### src/rtl/exec_unit_operand_cache_pkg.sv
`default_nettype none
// +----------------------------------------------------------------------+
// | exec_unit_dtypes : shared ALPU operand-cache types and sizes          |
// | Revision: 1.0                                                        |
// +----------------------------------------------------------------------+
package exec_unit_dtypes;

  localparam int OCACHE_NUM_ENTRIES = 16;
  localparam int OCACHE_DATA_WIDTH  = 16;
  localparam int OCACHE_IDX_W       = $clog2(OCACHE_NUM_ENTRIES);
  localparam int OCACHE_OCC_W       = $clog2(OCACHE_NUM_ENTRIES + 1);

  // One operand slot as seen by the ALPU rx side; full is the inverse of has_been_read.
  typedef struct packed {
    logic [OCACHE_DATA_WIDTH-1:0] data;
    logic                         full;
  } type_ocache_slot;

  // Width of a write-port selector; a single port still needs one bit.
  function automatic int ocache_port_w(input int num_ports);
    return (num_ports > 1) ? $clog2(num_ports) : 1;
  endfunction

endpackage
`default_nettype wire

### src/rtl/exec_unit_operand_cache_if.sv
`default_nettype none
// +----------------------------------------------------------------------+
// | exec_unit_operand_cache_if : write/read/status bundle of the cache    |
// | Revision: 1.0                                                        |
// +----------------------------------------------------------------------+
interface exec_unit_operand_cache_if
  import exec_unit_dtypes::*;
#(
  parameter int NUM_ENTRIES  = OCACHE_NUM_ENTRIES,
  parameter int DATA_WIDTH   = OCACHE_DATA_WIDTH,
  parameter int NUM_WR_PORTS = 2,
  parameter int NUM_RD_PORTS = 2
);

  localparam int IDX_W = $clog2(NUM_ENTRIES);
  localparam int OCC_W = $clog2(NUM_ENTRIES + 1);

  logic [NUM_WR_PORTS-1:0]            i_wr_valid;
  logic [NUM_WR_PORTS*IDX_W-1:0]      i_wr_idx;
  logic [NUM_WR_PORTS*DATA_WIDTH-1:0] i_wr_data;
  logic [NUM_WR_PORTS-1:0]            o_wr_ready;
  logic [NUM_RD_PORTS*IDX_W-1:0]      i_rd_idx;
  logic [NUM_RD_PORTS-1:0]            i_rd_consume;
  logic [NUM_RD_PORTS*DATA_WIDTH-1:0] o_rd_data;
  logic [NUM_RD_PORTS-1:0]            o_rd_valid;
  logic                               i_flush;
  logic [OCC_W-1:0]                   o_occupancy;
  logic                               o_full;
  logic                               o_empty;

  modport master (
    output i_wr_valid, i_wr_idx, i_wr_data, i_rd_idx, i_rd_consume, i_flush,
    input  o_wr_ready, o_rd_data, o_rd_valid, o_occupancy, o_full, o_empty
  );

  modport slave (
    input  i_wr_valid, i_wr_idx, i_wr_data, i_rd_idx, i_rd_consume, i_flush,
    output o_wr_ready, o_rd_data, o_rd_valid, o_occupancy, o_full, o_empty
  );

endinterface
`default_nettype wire

### src/rtl/exec_unit_ocache_wr_arb.sv
`default_nettype none
// +----------------------------------------------------------------------+
// | exec_unit_ocache_wr_arb : per-port index-collision priority + flag    |
// | check, giving write ready and one-hot slot write enables. Rev 1.0    |
// +----------------------------------------------------------------------+
module exec_unit_ocache_wr_arb
  import exec_unit_dtypes::*;
#(
  parameter int NUM_ENTRIES  = OCACHE_NUM_ENTRIES,
  parameter int NUM_WR_PORTS = 2,
  parameter int IDX_W        = $clog2(NUM_ENTRIES),
  parameter int PORT_W       = ocache_port_w(NUM_WR_PORTS)
) (
  input  logic [NUM_WR_PORTS-1:0]             i_wr_valid,
  input  logic [NUM_WR_PORTS*IDX_W-1:0]       i_wr_idx,
  input  logic [NUM_ENTRIES-1:0]              i_full,
  input  logic                                i_flush,
  output logic [NUM_WR_PORTS-1:0]             o_wr_ready,
  output logic [NUM_ENTRIES-1:0]              o_slot_we,
  output logic [NUM_ENTRIES-1:0][PORT_W-1:0]  o_slot_sel
);

  logic [IDX_W-1:0] w_idx_p;
  logic [IDX_W-1:0] w_idx_q;
  logic             w_collide;

  // Lower port numbers win a shared index; a refused port keeps its request up.
  always_comb begin
    o_wr_ready = '0;
    o_slot_we  = '0;
    o_slot_sel = '0;
    w_idx_p    = '0;
    w_idx_q    = '0;
    w_collide  = 1'b0;
    for (int p = 0; p < NUM_WR_PORTS; p++) begin
      w_idx_p   = i_wr_idx[p*IDX_W +: IDX_W];
      w_collide = 1'b0;
      for (int q = 0; q < p; q++) begin
        w_idx_q = i_wr_idx[q*IDX_W +: IDX_W];
        if (i_wr_valid[q] && (w_idx_q == w_idx_p)) begin
          w_collide = 1'b1;
        end
      end
      o_wr_ready[p] = ~i_flush & ~i_full[w_idx_p] & ~w_collide;
      if (i_wr_valid[p] && o_wr_ready[p]) begin
        o_slot_we[w_idx_p]  = 1'b1;
        o_slot_sel[w_idx_p] = PORT_W'(p);
      end
    end
  end

endmodule
`default_nettype wire

### src/rtl/exec_unit_operand_cache.sv
`default_nettype none
// +----------------------------------------------------------------------+
// | exec_unit_operand_cache : multi-write, consume-on-read operand slots  |
// | between interconnect/ALPU tx and the ALPU op0/op1 rx. Rev 1.0        |
// +----------------------------------------------------------------------+
module exec_unit_operand_cache
  import exec_unit_dtypes::*;
#(
  parameter int NUM_ENTRIES  = OCACHE_NUM_ENTRIES,
  parameter int DATA_WIDTH   = OCACHE_DATA_WIDTH,
  parameter int NUM_WR_PORTS = 2,
  parameter int NUM_RD_PORTS = 2
) (
  input  logic                     i_clk,
  input  logic                     i_nrst,
  exec_unit_operand_cache_if.slave bus
);

  localparam int IDX_W  = $clog2(NUM_ENTRIES);
  localparam int OCC_W  = $clog2(NUM_ENTRIES + 1);
  localparam int PORT_W = ocache_port_w(NUM_WR_PORTS);
  localparam logic [OCC_W-1:0] c_max_occ = OCC_W'(NUM_ENTRIES);

  logic [DATA_WIDTH-1:0]             r_mem [NUM_ENTRIES];
  logic [NUM_ENTRIES-1:0]            r_full;
  logic [OCC_W-1:0]                  r_occupancy;

  logic [NUM_WR_PORTS-1:0]           w_wr_ready;
  logic [NUM_ENTRIES-1:0]            w_slot_we;
  logic [NUM_ENTRIES-1:0][PORT_W-1:0] w_slot_sel;
  logic [NUM_ENTRIES-1:0]            w_slot_clr;
  logic [OCC_W-1:0]                  w_wr_cnt;
  logic [OCC_W-1:0]                  w_clr_cnt;
  logic [IDX_W-1:0]                  w_rd_idx;
  logic [NUM_RD_PORTS*DATA_WIDTH-1:0] w_rd_data;
  logic [NUM_RD_PORTS-1:0]           w_rd_valid;

  exec_unit_ocache_wr_arb #(
    .NUM_ENTRIES  (NUM_ENTRIES),
    .NUM_WR_PORTS (NUM_WR_PORTS),
    .IDX_W        (IDX_W),
    .PORT_W       (PORT_W)
  ) u_wr_arb (
    .i_wr_valid (bus.i_wr_valid),
    .i_wr_idx   (bus.i_wr_idx),
    .i_full     (r_full),
    .i_flush    (bus.i_flush),
    .o_wr_ready (w_wr_ready),
    .o_slot_we  (w_slot_we),
    .o_slot_sel (w_slot_sel)
  );

  // Read muxes and consume decode; two ports on one slot clear it only once.
  always_comb begin
    w_rd_data  = '0;
    w_rd_valid = '0;
    w_slot_clr = '0;
    w_rd_idx   = '0;
    for (int r = 0; r < NUM_RD_PORTS; r++) begin
      w_rd_idx                             = bus.i_rd_idx[r*IDX_W +: IDX_W];
      w_rd_valid[r]                        = r_full[w_rd_idx];
      w_rd_data[r*DATA_WIDTH +: DATA_WIDTH] = r_mem[w_rd_idx];
      if (bus.i_rd_consume[r] && r_full[w_rd_idx]) begin
        w_slot_clr[w_rd_idx] = 1'b1;
      end
    end
  end

  always_comb begin
    w_wr_cnt  = '0;
    w_clr_cnt = '0;
    for (int e = 0; e < NUM_ENTRIES; e++) begin
      w_wr_cnt  = w_wr_cnt  + OCC_W'(w_slot_we[e]);
      w_clr_cnt = w_clr_cnt + OCC_W'(w_slot_clr[e]);
    end
  end

  // Accepted writes only hit free slots and consumes only full ones, so set/clear never overlap.
  always_ff @(posedge i_clk or negedge i_nrst) begin
    if (!i_nrst) begin
      r_full      <= '0;
      r_occupancy <= '0;
    end else if (bus.i_flush) begin
      r_full      <= '0;
      r_occupancy <= '0;
    end else begin
      r_full      <= (r_full & ~w_slot_clr) | w_slot_we;
      r_occupancy <= r_occupancy + w_wr_cnt - w_clr_cnt;
    end
  end

  always_ff @(posedge i_clk) begin
    for (int e = 0; e < NUM_ENTRIES; e++) begin
      if (w_slot_we[e]) begin
        r_mem[e] <= bus.i_wr_data[int'(w_slot_sel[e])*DATA_WIDTH +: DATA_WIDTH];
      end
    end
  end

  assign bus.o_wr_ready  = w_wr_ready;
  assign bus.o_rd_data   = w_rd_data;
  assign bus.o_rd_valid  = w_rd_valid;
  assign bus.o_occupancy = r_occupancy;
  assign bus.o_full      = (r_occupancy == c_max_occ);
  assign bus.o_empty     = (r_occupancy == '0);

  a_occ_range : assert property (@(posedge i_clk) disable iff (!i_nrst)
                                 r_occupancy <= c_max_occ);

endmodule
`default_nettype wire

### src/flat_wrapper.sv
// flat-port wrapper written by rule: the top's interface ports become plain ports
module exec_unit_operand_cache_flat import exec_unit_dtypes::*;
#(
  parameter int NUM_ENTRIES  = OCACHE_NUM_ENTRIES,
  parameter int DATA_WIDTH   = OCACHE_DATA_WIDTH,
  parameter int NUM_WR_PORTS = 2,
  parameter int NUM_RD_PORTS = 2
)
  (i_clk, i_nrst, bus_i_wr_valid, bus_i_wr_idx, bus_i_wr_data, bus_i_rd_idx, bus_i_rd_consume, bus_i_flush, bus_o_wr_ready, bus_o_rd_data, bus_o_rd_valid, bus_o_occupancy, bus_o_full, bus_o_empty);
  exec_unit_operand_cache_if #(.NUM_ENTRIES(NUM_ENTRIES), .DATA_WIDTH(DATA_WIDTH), .NUM_WR_PORTS(NUM_WR_PORTS), .NUM_RD_PORTS(NUM_RD_PORTS)) bus_i ();
  input  logic i_clk;
  input  logic i_nrst;
  input wire logic [$bits(bus_i.i_wr_valid)-1:0] bus_i_wr_valid;
  input wire logic [$bits(bus_i.i_wr_idx)-1:0] bus_i_wr_idx;
  input wire logic [$bits(bus_i.i_wr_data)-1:0] bus_i_wr_data;
  input wire logic [$bits(bus_i.i_rd_idx)-1:0] bus_i_rd_idx;
  input wire logic [$bits(bus_i.i_rd_consume)-1:0] bus_i_rd_consume;
  input wire logic [$bits(bus_i.i_flush)-1:0] bus_i_flush;
  output wire logic [$bits(bus_i.o_wr_ready)-1:0] bus_o_wr_ready;
  output wire logic [$bits(bus_i.o_rd_data)-1:0] bus_o_rd_data;
  output wire logic [$bits(bus_i.o_rd_valid)-1:0] bus_o_rd_valid;
  output wire logic [$bits(bus_i.o_occupancy)-1:0] bus_o_occupancy;
  output wire logic [$bits(bus_i.o_full)-1:0] bus_o_full;
  output wire logic [$bits(bus_i.o_empty)-1:0] bus_o_empty;
  assign bus_i.i_wr_valid = bus_i_wr_valid;
  assign bus_i.i_wr_idx = bus_i_wr_idx;
  assign bus_i.i_wr_data = bus_i_wr_data;
  assign bus_i.i_rd_idx = bus_i_rd_idx;
  assign bus_i.i_rd_consume = bus_i_rd_consume;
  assign bus_i.i_flush = bus_i_flush;
  assign bus_o_wr_ready = bus_i.o_wr_ready;
  assign bus_o_rd_data = bus_i.o_rd_data;
  assign bus_o_rd_valid = bus_i.o_rd_valid;
  assign bus_o_occupancy = bus_i.o_occupancy;
  assign bus_o_full = bus_i.o_full;
  assign bus_o_empty = bus_i.o_empty;
  exec_unit_operand_cache #(.NUM_ENTRIES(NUM_ENTRIES), .DATA_WIDTH(DATA_WIDTH), .NUM_WR_PORTS(NUM_WR_PORTS), .NUM_RD_PORTS(NUM_RD_PORTS)) u_core (.i_clk(i_clk), .i_nrst(i_nrst), .bus(bus_i));
endmodule
### config.mk
export PLATFORM = sky130hd
export DESIGN_NAME = exec_unit_operand_cache_flat
export DESIGN_NICKNAME = d
export VERILOG_FILES = /design/src/rtl/exec_unit_operand_cache_pkg.sv /design/src/rtl/exec_unit_operand_cache_if.sv /design/src/rtl/exec_unit_ocache_wr_arb.sv /design/src/rtl/exec_unit_operand_cache.sv /design/src/flat_wrapper.sv
export SDC_FILE = /design/constraint.sdc
export NUM_CORES = 1
export LEC_CHECK = 0
export ABC_CLOCK_PERIOD_IN_PS = 7600
export BUFFER_PORTS_ARGS = -buffer_cell sky130_fd_sc_hd__buf_2
export CAP_MARGIN = 10
export CELL_PAD_IN_SITES_DETAIL_PLACEMENT = 1
export CELL_PAD_IN_SITES_GLOBAL_PLACEMENT = 2
export CORE_ASPECT_RATIO = 0.5
export CORE_MARGIN = 5
export CORE_UTILIZATION = 45
export CTS_CLUSTER_SIZE = 10
export DETAILED_ROUTE_END_ITERATION = 7
export PLACE_DENSITY_LB_ADDON = 0.1
export SLEW_MARGIN = 30
export SYNTH_ARGS = -nofsm -noshare
export SYNTH_HDL_FRONTEND = slang
export SYNTH_HIERARCHICAL = 1
export SYNTH_SLANG_ARGS = --single-unit
### constraint.sdc
create_clock -name i_clk -period 7.6 [get_ports i_clk]
set_input_delay 0.38 -clock i_clk [delete_from_list [all_inputs] [get_ports i_clk]]
set_output_delay 0.38 -clock i_clk [all_outputs]
set_load 0.1 [all_outputs]
# Word level (Yosys, flattened, before mapping)
# Memory sizes are Yosys's and may differ from the RTL's.
# Index checks and enable logic that the tools add are counted.
op_classes:
  shift: 16
  eq_ne: 2
  add_sub_neg: 32
  mux: 56
  n_bitwise: 12
  n_div: 0
  n_lt_le_gt_ge: 8
  reduce_logical: 10
  multipliers: 0
ops:
  columns: ["cell", "n"]
  rows:
  - ["$shiftx 32x6->16", 16]
  - ["$add 5x1->5", 28]
  - ["$mux 16", 6]
  - ["$or 16x16->16", 3]
  - ["$mux 1", 41]
  - ["$lt 4x5->1 const B", 4]
  - ["$and 16x16->16", 1]
  - ["$bmux 1 s4", 4]
  - ["$demux 1 s4", 4]
  - ["$ge 4x1->1 const B", 4]
  - ["$not 16->16", 1]
  - ["$logic_and 1x1->1", 9]
  - ["$add 5x5->5", 1]
  - ["$eq 5x5->1 const B", 1]
  - ["$logic_not 5->1", 1]
  - ["$mux 5", 1]
  - ["$sub 5x5->5", 1]
  - ["$add 1x1->2", 2]
  - ["$eq 4x4->1", 1]
  - ["$not 1->1", 4]
  - ["$and 1x1->1", 3]
totals:
  mem_count: 1
  word_cells: 139
  register_bits: 21
  rom_bits: 0
  latchBits: 0
  inputBits: 55
  ram_bits: 256
mem_list:
  columns: ["memory", "depth", "width", "rd", "rd_clocked_by_memory_dff", "wr", "line_no", "rtl"]
  rows:
  - ["u_core.r_mem", 16, 16, 2, 0, 16, "exec_unit_operand_cache.sv:24", "logic [DATA_WIDTH-1:0] r_mem [NUM_ENTRIES];"]

# Depth between registers and ports, before layout
# Gate-level depths: netlist of the first run.
logic_depth:
  depth_word: 26
  mapped_depth: 22
  mapped_depth_nobuf: 20

# By module
# Netlist of the first run, hierarchy kept.
by_module_without_submodules:
  columns: ["mod", "n_inst", "seq_area_each_um2", "area_each_um2", "cells_each"]
  rows:
  - ["exec_unit_operand_cache", 1, 8212.9, 16960.0, 1097]
  - ["exec_unit_ocache_wr_arb", 1, 0.0, 942.2, 142]

# Worst setup path before layout of the first run
# No wires, ideal clock.
synth_path:
  path_kind: "input port to flip-flop"
  from: "in bus_i_wr_idx[4]"
  to: "reg u_core.r_occupancy[3], in the netlist u_core/bus.o_occupancy[3]"
  setup_slack_ns: 1.150
  path_buffers: 1
  t_arrival_ns: 6.319
  stages: 19
  path_cell_list: "buf_6 mux2_2 a22oi_4 nand3_1 o21ai_0 fa_1 inv_1 fa_1 inv_1 fa_1 inv_1 fa_1 fa_1 inv_1 fa_1 ha_1 fa_1 xnor2_1 nor2_1"
synth_lines:
  columns: ["element", "line_no", "rtl"]
  rows:
  - ["start: declaration", "flat_wrapper.sv:14", "input wire logic [$bits(bus_i.i_wr_idx)-1:0] bus_i_wr_idx;"]
  - ["parallel branches: the longest is 6 deep, another holds $lt 4x5->1", null, null]
  - ["$mux 16 *", "exec_unit_ocache_wr_arb.sv:45", "if (i_wr_valid[p] && o_wr_ready[p]) begin"]
  - ["named net u_core.w_slot_we[2]", "exec_unit_operand_cache.sv:29", "logic [NUM_ENTRIES-1:0] w_slot_we;"]
  - ["$add 5x1->5 * (14 in series)", "exec_unit_operand_cache.sv:73", "w_wr_cnt = w_wr_cnt + OCC_W'(w_slot_we[e]);"]
  - ["$add 5x5->5 *", "exec_unit_operand_cache.sv:88", "r_occupancy <= r_occupancy + w_wr_cnt - w_clr_cnt;"]
  - ["$sub 5x5->5 *", "exec_unit_operand_cache.sv:88", null]
  - ["$mux 5 *", "exec_unit_operand_cache.sv:83", "end else if (bus.i_flush) begin"]
  - ["end signal: assignment", "exec_unit_operand_cache.sv:88", null]
  - ["end: declaration", "exec_unit_operand_cache.sv:26", "logic [OCC_W-1:0] r_occupancy;"]
# Mark *: on every way through the listed nets, which the timed path passes. The select of a mux whose other input is x is not followed.

# Worst setup path after layout of the first run
layout_path:
  from: "reg u_core.r_full[13]"
  to: "reg u_core.r_occupancy[3], in the netlist u_core/bus.o_occupancy[3]"
layout_lines:
  columns: ["element", "line_no", "rtl"]
  rows:
  - ["start: declaration", "exec_unit_operand_cache.sv:25", "logic [NUM_ENTRIES-1:0] r_full;"]
  - ["start signal: assignment", "exec_unit_operand_cache.sv:87", "r_full <= (r_full & ~w_slot_clr) | w_slot_we;"]
  - ["$bmux 1 s4", "exec_unit_ocache_wr_arb.sv:44", "o_wr_ready[p] = ~i_flush & ~i_full[w_idx_p] & ~w_collide;"]
  - ["$mux 1 (implied by the code)", "exec_unit_ocache_wr_arb.sv:44", null]
  - ["$not 1->1", "exec_unit_ocache_wr_arb.sv:44", null]
  - ["$and 1x1->1", "exec_unit_ocache_wr_arb.sv:44", null]
  - ["$logic_and 1x1->1", "exec_unit_ocache_wr_arb.sv:45", null]
  - ["$mux 16", "exec_unit_ocache_wr_arb.sv:45", null]
  - ["$or 16x16->16 (no source line)", null, null]
  - ["$mux 16 *", "exec_unit_ocache_wr_arb.sv:45", null]
  - ["named net u_core.w_slot_we[12]", "exec_unit_operand_cache.sv:29", null]
  - ["$add 5x1->5 * (4 in series)", "exec_unit_operand_cache.sv:73", null]
  - ["$add 5x5->5 *", "exec_unit_operand_cache.sv:88", null]
  - ["$sub 5x5->5 *", "exec_unit_operand_cache.sv:88", null]
  - ["$mux 5 *", "exec_unit_operand_cache.sv:83", null]
# The timed path passes the listed nets; every way through them passes the cells marked *. The select of a mux whose other input is x is not followed.

==> summary.txt, run 1 <==
Outcome
  – Status: complete, no violations

Setup path
  – Worst reg2reg endpoint: u_core/bus.o_occupancy[3]$_DFF_PN0_
  – Critical Path Slowest Stage Cell: fa_1
  – Crit Path Class: register to register
  – Critical Path Start: u_core/r_full[13]$_DFF_PN0_
  – CP Data Required Time: 8.06 ns
  – Setup crit end: u_core/bus.o_occupancy[3]$_DFF_PN0_
  – Worst reg2reg path startpoint: u_core/r_full[13]$_DFF_PN0_
  – Critical Path End Type: register
  – Arr. time, crit path: ~6.3 ns
  – Crit path launch type: register
  – R2R Setup Slk: 1.72 ns
  – CP peak stage delay: between 0.5 and 0.6 ns
  – Reg2reg path depth: 19
  – Cell mode on critical path: fa_1
  – Cell chain of the critical path: mux2i_1 -> o22ai_1 -> a211o_2 -> buf_4 -> o22ai_2 -> buf_4 -> inv_1 -> fa_1 -> inv_1 -> fa_1 -> fa_1 -> inv_1 -> fa_1 -> inv_1 -> fa_1 -> ha_1 -> fa_1 -> xnor2_1 -> nor2_1
  – Max FO, Critical Path: 27

Synthesis
  – Post-Synthesis Cells: ~1,200
  – Synth Flop Type: edfxtp_1
  – Syn_area_per_cell: about 14 um2
  – EDFF count, synth: roughly 260
  – Async SR Flop Fraction: under 10%
  – Register area share after synthesis: 45.88%
  – Post-synthesis register bit count: between 200 and 300
  – Yosys cell types: 56
  – Synth Warn #: 6
  – Synth Cell Area: ~18,000 um2
  – Syn_nets: 1,332

Min path
  – Hold Crit Class: input pin to register

Clocking
  – Clk root buf: clkbuf_16
  – Post-cts sizing count: 0
  – Clock tree buffer depth: 3
  – Hold Buf Count CTS: 1
  – CTS Buf Count: 31
  – Sink Count: roughly 280
  – CTS tree: built
  – Setup bufs post-CTS: 0
  – H-tree levels: 1
  – Worst-path clk slew: 0.06 ns
  – Clk_lat worst skew: between 0.5 and 0.6 ns

Drt
  – DRC: 0
  – Final WL: just over 60 mm
  – WL per Instance: ~34 um
  – Via count: around 12,000
  – Final ANT Viol Nets: 0
  – DRT iter0 DRCs: roughly 1,100
  – DR pass1 iterations: 5
  – Via-to-Cell Ratio: about 6.5

Placed design
  – Dpl hpwl: 35.78 mm
  – GPL Wtd Cong: roughly 0.87
  – IO Port Bufs: between 90 and 100
  – Placed Instance Area: roughly 19,000 um2

STA
  – Hold Fails Final Rpt: 0
  – Fmax: between 0.15 and 0.2 GHz
  – Normalized max-slew margin: a little under a third
  – Final Slew Violations: 0
  – Unrepaired setup endpoints after global routing: false
  – Setup-failing EPs final: 0
  – Fin crit period: a little under 6 ns
  – Final Skew: slightly above 0.008 ns
  – Worst-margin pin slew: 1.047 ns
  – Period utilisation layout: 77.39%
  – Setup TNS: 0 ns

Cells and area
  – Final #Nets: ~1,400
  – Layout area overhead: 9.981%
  – Layout cell share with drive strength beyond 1: between 40% and 50%
  – Post-Layout Inst Area: 19,690 um2
  – Antenna Cells: 0

Floorplan
  – Die X-Extent: around 290 um
  – Die Height: 151.0 um
  – Core area: a little under 40,000 um2
  – Rows: 51
  – DIE AREA: roughly 44,000 um2
  – I/O pins: around 100
  – Initial core utilization: 45.77%

Global routing
  – Total Routing Usage GR: about 27%
  – Largest net degree at the start of global routing: between 60 and 70
  – Vias in the first global route: between 10,000 and 15,000
  – Remaining Overflow, GRT: 0
  – Initial antenna violation count: 0
  – First-pass GRT wire length: ~88 mm

Pwr
  – Worst VDD drop: roughly 0.0002 V
  – Power per cell area: 211.1 nW/um2
  – Static leakage: 6.711 nW

Job
  – Max Cap Viol: 0
## stage by stage
stage / std cells / worst slack [ns] / hold slack [ns] / total power [W] / util [%]
after floorplan: 1239 / 1.150 / 0.08441 / 0.002606 / -
after global placement: 1763 / 1.486 / 0.3780 / 0.002814 / 48.13
after detailed placement: 1763 / 1.369 / 0.3843 / 0.002840 / 48.13
after CTS: 1807 / 1.687 / 0.2390 / 0.004194 / 50.32
after global routing: 1807 / 1.435 / 0.2705 / 0.004342 / 50.33
final: 1807 / 1.718 / 0.2570 / 0.004156 / 50.33
## worst max-delay path, delay by kind of cell (launching register included)
kind | cells | cell delay [ns]
compound gates | 3 | 0.75
xor+xnor | 1 | 0.16
fa+ha+maj | 7 | 3.03
buf+inv | 6 | 1.12
flops | 1 | 0.43
mux | 1 | 0.16
simple gates | 1 | 0.05
## power breakdown
| part | switching [W] | internal [W] | total, W |
|---|---|---|---|
| sequential | 0.0000305 | 0.00172 | 0.00175 |
| combinational | 0.000678 | 0.000376 | 0.00105 |
| clock | 0.000610 | 0.000746 | 0.00136 |
| total | 0.00132 | 0.00284 | 0.00416 |
## layout by cell type (no fill, tap or decap), drive strengths merged, types with 3 or more instances in the layout
cell type	count
nand2	63
nand3b	6
mux4	130
ha	10
fa	28
or4	4
o22a	4
or2	5
clkbuf	42
dfrtp	21
o32a	4
buf	123
nand4	3
a22oi	65
nand2b	8
nor2	39
or3b	4
edfxtp	256
nor2b	11
nor3	6
a31o	4
o22ai	30
o211ai	4
xnor2	4
o2bb2ai	4
or3	6
mux2	274
mux2i	15
o21ai	8
xor2	4
inv	53
nand3	20
## registers in the layout (all words and copies together), names as in the netlist
signal	cells
u_core/r_full	16
u_core/bus.o_occupancy	5
u_core/r_mem	256
## worst min path at each step
stage / startpoint / endpoint / slack (ns) / cells after the start
2_1_floorplan: i_nrst / u_core/bus.o_occupancy[0]$_DFF_PN0_ / 0.08 / 0
3_3_place_gp: i_nrst / u_core/bus.o_occupancy[4]$_DFF_PN0_ / 0.38 / 1
3_5_place_dp: i_nrst / u_core/bus.o_occupancy[4]$_DFF_PN0_ / 0.38 / 1
4_1_cts: bus_i_flush / u_core/bus.o_occupancy[4]$_DFF_PN0_ / 0.24 / 2
5_1_grt: bus_i_flush / u_core/bus.o_occupancy[4]$_DFF_PN0_ / 0.27 / 2
6_report: bus_i_flush / u_core/bus.o_occupancy[4]$_DFF_PN0_ / 0.26 / 2
## area by class of cell
class,count,area [um2]
Tap cell,530,663.1
Inverter,52,195.2
Multi-Input combinational cell,781,9066
Timing Repair Buffer,124,704.4
Clock inverter,1,20.02
Sequential cell,277,8213
Fill cell,3759,19430
Clock buffer,42,827.0
## cell usage after synthesis, types with 3 or more instances
master	instances	share of area, %
a22oi_1	64	2.7
ha_1	10	0.70
nand3_1	20	0.56
nor2_1	39	0.82
xnor2_1	4	0.20
edfxtp_1	256	43
o2bb2ai_1	4	0.20
mux4_2	130	16
nand3b_1	6	0.25
buf_4	9	0.38
clkbuf_1	60	1.3
o211ai_1	4	0.17
mux2_2	273	17
a31o_2	3	0.15
o22ai_1	30	1.0
nand4_1	3	0.10
nor3_1	4	0.11
or2_2	5	0.17
inv_1	52	1.1
o22a_1	4	0.20
buf_6	12	0.75
or3_1	6	0.21
nand2_1	63	1.3
o32a_1	4	0.22
fa_1	28	3.1
buf_1	8	0.17
nand2b_1	8	0.28
o21ai_1	6	0.17
xor2_1	4	0.20
dfrtp_1	21	2.9
buf_2	40	1.1
nor2b_1	11	0.38
or4_1	4	0.17
mux2i_1	15	0.84
## cell families after synthesis
group | after synthesis | synth area share, %
xor+xnor | 9 | 0.5171
flops | 277 | 45.88
mux | 419 | 34.45
compound gates | 128 | 5.270
fa+ha+maj | 38 | 3.830
simple gates | 187 | 5.291
buf+inv | 181 | 4.767
## metal layers
metal,global-route usage [%],wire length (um)
met5,0,0
met4,6.121,1413
met3,5.949,5237
met2,44.13,27850
met1,38.80,26190
No activity file was read; power rests on OpenSTA's default activity.
==> inputs of run 2 (changes only) <==
- ABC_CLOCK_PERIOD_IN_PS: 7600 -> 5500
- clock period: 7.6 -> 5.5 ns (I/O delays scaled with it)
==> summary.txt, run 2 (same netlist as run 1, synthesis figures left out) <==
Outcome
  – Status: complete, no violations

Clocking
  – CTS tree: built
  – CTS Buf Count: 31 (unchanged)
  – Worst-path clk slew: 0.07 ns (about the same)
  – Clock tree buffer depth: 3 (unchanged)
  – Sink Count: 277 (unchanged)
  – H-tree levels: 1 (unchanged)
  – Clk root buf: clkbuf_16
  – Clk_lat worst skew: 0.59 ns (about the same)

STA
  – Post-route setup slack: 0.1277 ns (-1.591 ns)
  – Unrepaired setup endpoints after global routing: true
  – Normalized max-slew margin: 26.93% (-3.1 points)
  – Hold Slack: 0.1838 ns (-0.07318 ns)
  – Period utilisation layout: 97.68% (+20 points)
  – Fin crit period: 5.372 ns (-0.5094 ns)
  – Final Slew Violations: 0 (unchanged)
  – Hold Fails Final Rpt: 0 (unchanged)
  – Worst-margin pin slew: 1.093 ns (+0.04685 ns)
  – Fmax: 0.1861 GHz (+9.5%)
  – Final Skew: 0.01349 ns (+0.005218 ns)
  – Setup-failing EPs final: 0 (unchanged)

Global routing
  – GRT Max-Usage Layer: met2
  – Vias in the first global route: 13,143 (+3.0%)
  – Met2 usage: 47.31% (+3.2 points)
  – First-pass GRT wire length: 90.25 mm (+2.7%)
  – Met1 GRT Util: 39.17% (+0.37 points)
  – Total Routing Usage GR: 28.49% (+1.1 points)
  – Grt met3 use: 5.363% (-0.59 points)
  – Initial antenna violation count: 0 (unchanged)
  – Largest net degree at the start of global routing: 62 (+1.6%)
  – Remaining Overflow, GRT: 0 (unchanged)

Cells and area
  – Post-Layout Inst Area: 20,330 um2 (+3.2%)
  – Largest Register: u_core/r_mem
  – Fillers: 3,800 (+1.1%)
  – Antenna Cells: 0 (unchanged)
  – Layout cell share with drive strength beyond 1: 51.87% (+3.9 points)
  – Commonest non-fill, non-tap cell in the layout: mux2_2
  – Leading cell types in the layout, fill and taps excluded: mux2_2 (273), edfxtp_1 (256), mux4_2 (130)
  – Final #Nets: 1,420 (+4.4%)
  – Largest register FFs: 256 (unchanged)
  – Layout area overhead: 13.54%

Pwr
  – Total power: 0.005849 W (+41%)
  – Static leakage: 7.010 nW (+4.5%)
  – Power per cell area: 287.8 nW/um2 (+36%)
  – Worst VDD drop: 0.0002397 V (+20%)

Placed design
  – Pre-CTS WS: -0.2392 ns (-1.608 ns)
  – GPL Wtd Cong: 0.9422 (+8.2%)
  – Dpl hpwl: 37.41 mm (+4.6%)
  – Placed Instance Area: 19,320 um2 (+2.6%)
  – IO Port Bufs: 97 (unchanged)

Setup path
  – CP top delay family: adder cells
  – CP peak stage delay: 0.55 ns (about the same)
  – Cell mode on critical path: fa_1
  – Worst Path Buf+Inv: 5 (-1)
  – CP Data Required Time: 6.02 ns (-2.04 ns)
  – Max FO, Critical Path: 5 (-81%)
  – Critical Path Slowest Stage Cell: fa_2
  – Critical Path End Type: register
  – Cell chain of the critical path: mux2i_1 -> o22ai_1 -> a211o_4 -> buf_12 -> o22ai_4 -> inv_2 -> fa_1 -> fa_2 -> inv_2 -> fa_2 -> fa_1 -> inv_2 -> fa_1 -> inv_1 -> fa_1 -> ha_4 -> fa_2 -> nor2b_4
  – Crit Path Class: register to register
  – Crit path launch type: register
  – Arr. time, crit path: 5.89 ns (-0.45 ns)

Floorplan
  – Initial core utilization: 45.77% (unchanged)
  – I/O pins: 98 (unchanged)
  – DIE AREA: 44,110 um2 (unchanged)
  – Die Height: 151.0 um (unchanged)
  – Rows: 51 (unchanged)
  – Core area: 39,120 um2 (unchanged)
  – Die X-Extent: 292.1 um (unchanged)

Drt
  – DRC: 0 (unchanged)
  – Via count: 12,259 (+3.8%)
  – Via-to-Cell Ratio: 6.563 (+0.42%)
  – DR pass1 iterations: 5 (unchanged)
  – DRT iter0 DRCs: 1,147 (+2.2%)
  – Final ANT Viol Nets: 0 (unchanged)
  – Final WL: 63.64 mm (+4.9%)
  – WL per Instance: 34.07 um (+1.4%)

Job
  – Max Cap Viol: 0 (unchanged)

Min path
  – Hold Crit Class: input pin to async pin
run 2: changes by cell type in the layout (fill, tap and decap cells not counted), moves of 6 or more:
cell | previous run | this run
buf_4 | 29 | 81
inv_1 | 52 | 45
inv_2 | 0 | 7
fa_1 | 28 | 22
fa_2 | 0 | 6
run 2: final timing paths:
path / from / end / slack [ns] / cells after the start
min: i_nrst / u_core/r_full[6]$_DFF_PN0_ / 0.18 / 2
min reg2reg: u_core/r_full[8]$_DFF_PN0_ / u_core/r_full[8]$_DFF_PN0_ / 0.66 / 2
min in group i_clk: bus_i_flush / u_core/bus.o_occupancy[2]$_DFF_PN0_ / 0.19 / 3
max reg2reg: u_core/r_full[13]$_DFF_PN0_ / u_core/bus.o_occupancy[2]$_DFF_PN0_ / 0.13 / 18
max in group asynchronous: i_nrst / u_core/r_full[8]$_DFF_PN0_ / 4.93 / 2
max: u_core/r_full[13]$_DFF_PN0_ / u_core/bus.o_occupancy[2]$_DFF_PN0_ / 0.13 / 18
run 2: power breakdown:
group	leakage, nW	internal [W]	switching (W)
Combinational	4.01	0.000598	0.000964
Clock	0.406	0.00102	0.000856
Sequential	2.59	0.00237	0.0000414
Total	7.01	0.00399	0.00186
run 2: repair_timing:
item,4_1_cts,5_1_grt
setup endpoints to repair,1,3
setup buffers,1,6
gates cloned,0,0
resized for setup,1,13
endpoints found under the hold margin,21,0
pin swaps,1,9
hold buffers,1,0
run 2: final cells by class:
type                       count  area [um2]  area share (%)
multi-input combinational    781        9163           45.08
clock buffer                  42       817.0           4.020
clock inverter                 2       23.77          0.1170
timing repair buffer         184        1245           6.125
tap                          530       663.1           3.263
inverter                      52       195.2          0.9603
sequential                   277        8219           40.44
run 2: metrics by stage:
step / std cells / TNS, ns / util (%)
6_report: 1868 / 0 / 51.96
5_1_grt: 1868 / -0.03153 / 51.96
4_1_cts: 1861 / 0 / 51.60
3_5_place_dp: 1815 / -0.6023 / 49.40
3_3_place_gp: 1815 / -0.1260 / 49.38
2_1_floorplan: 1239 / -0.005578 / -
run 2: metal layers:
layer  vias up  wire length, um
li1       5045                -
met1      6436            25980
met2       641            29630
met3       137             6001
met4         0             2033
met5         -                0
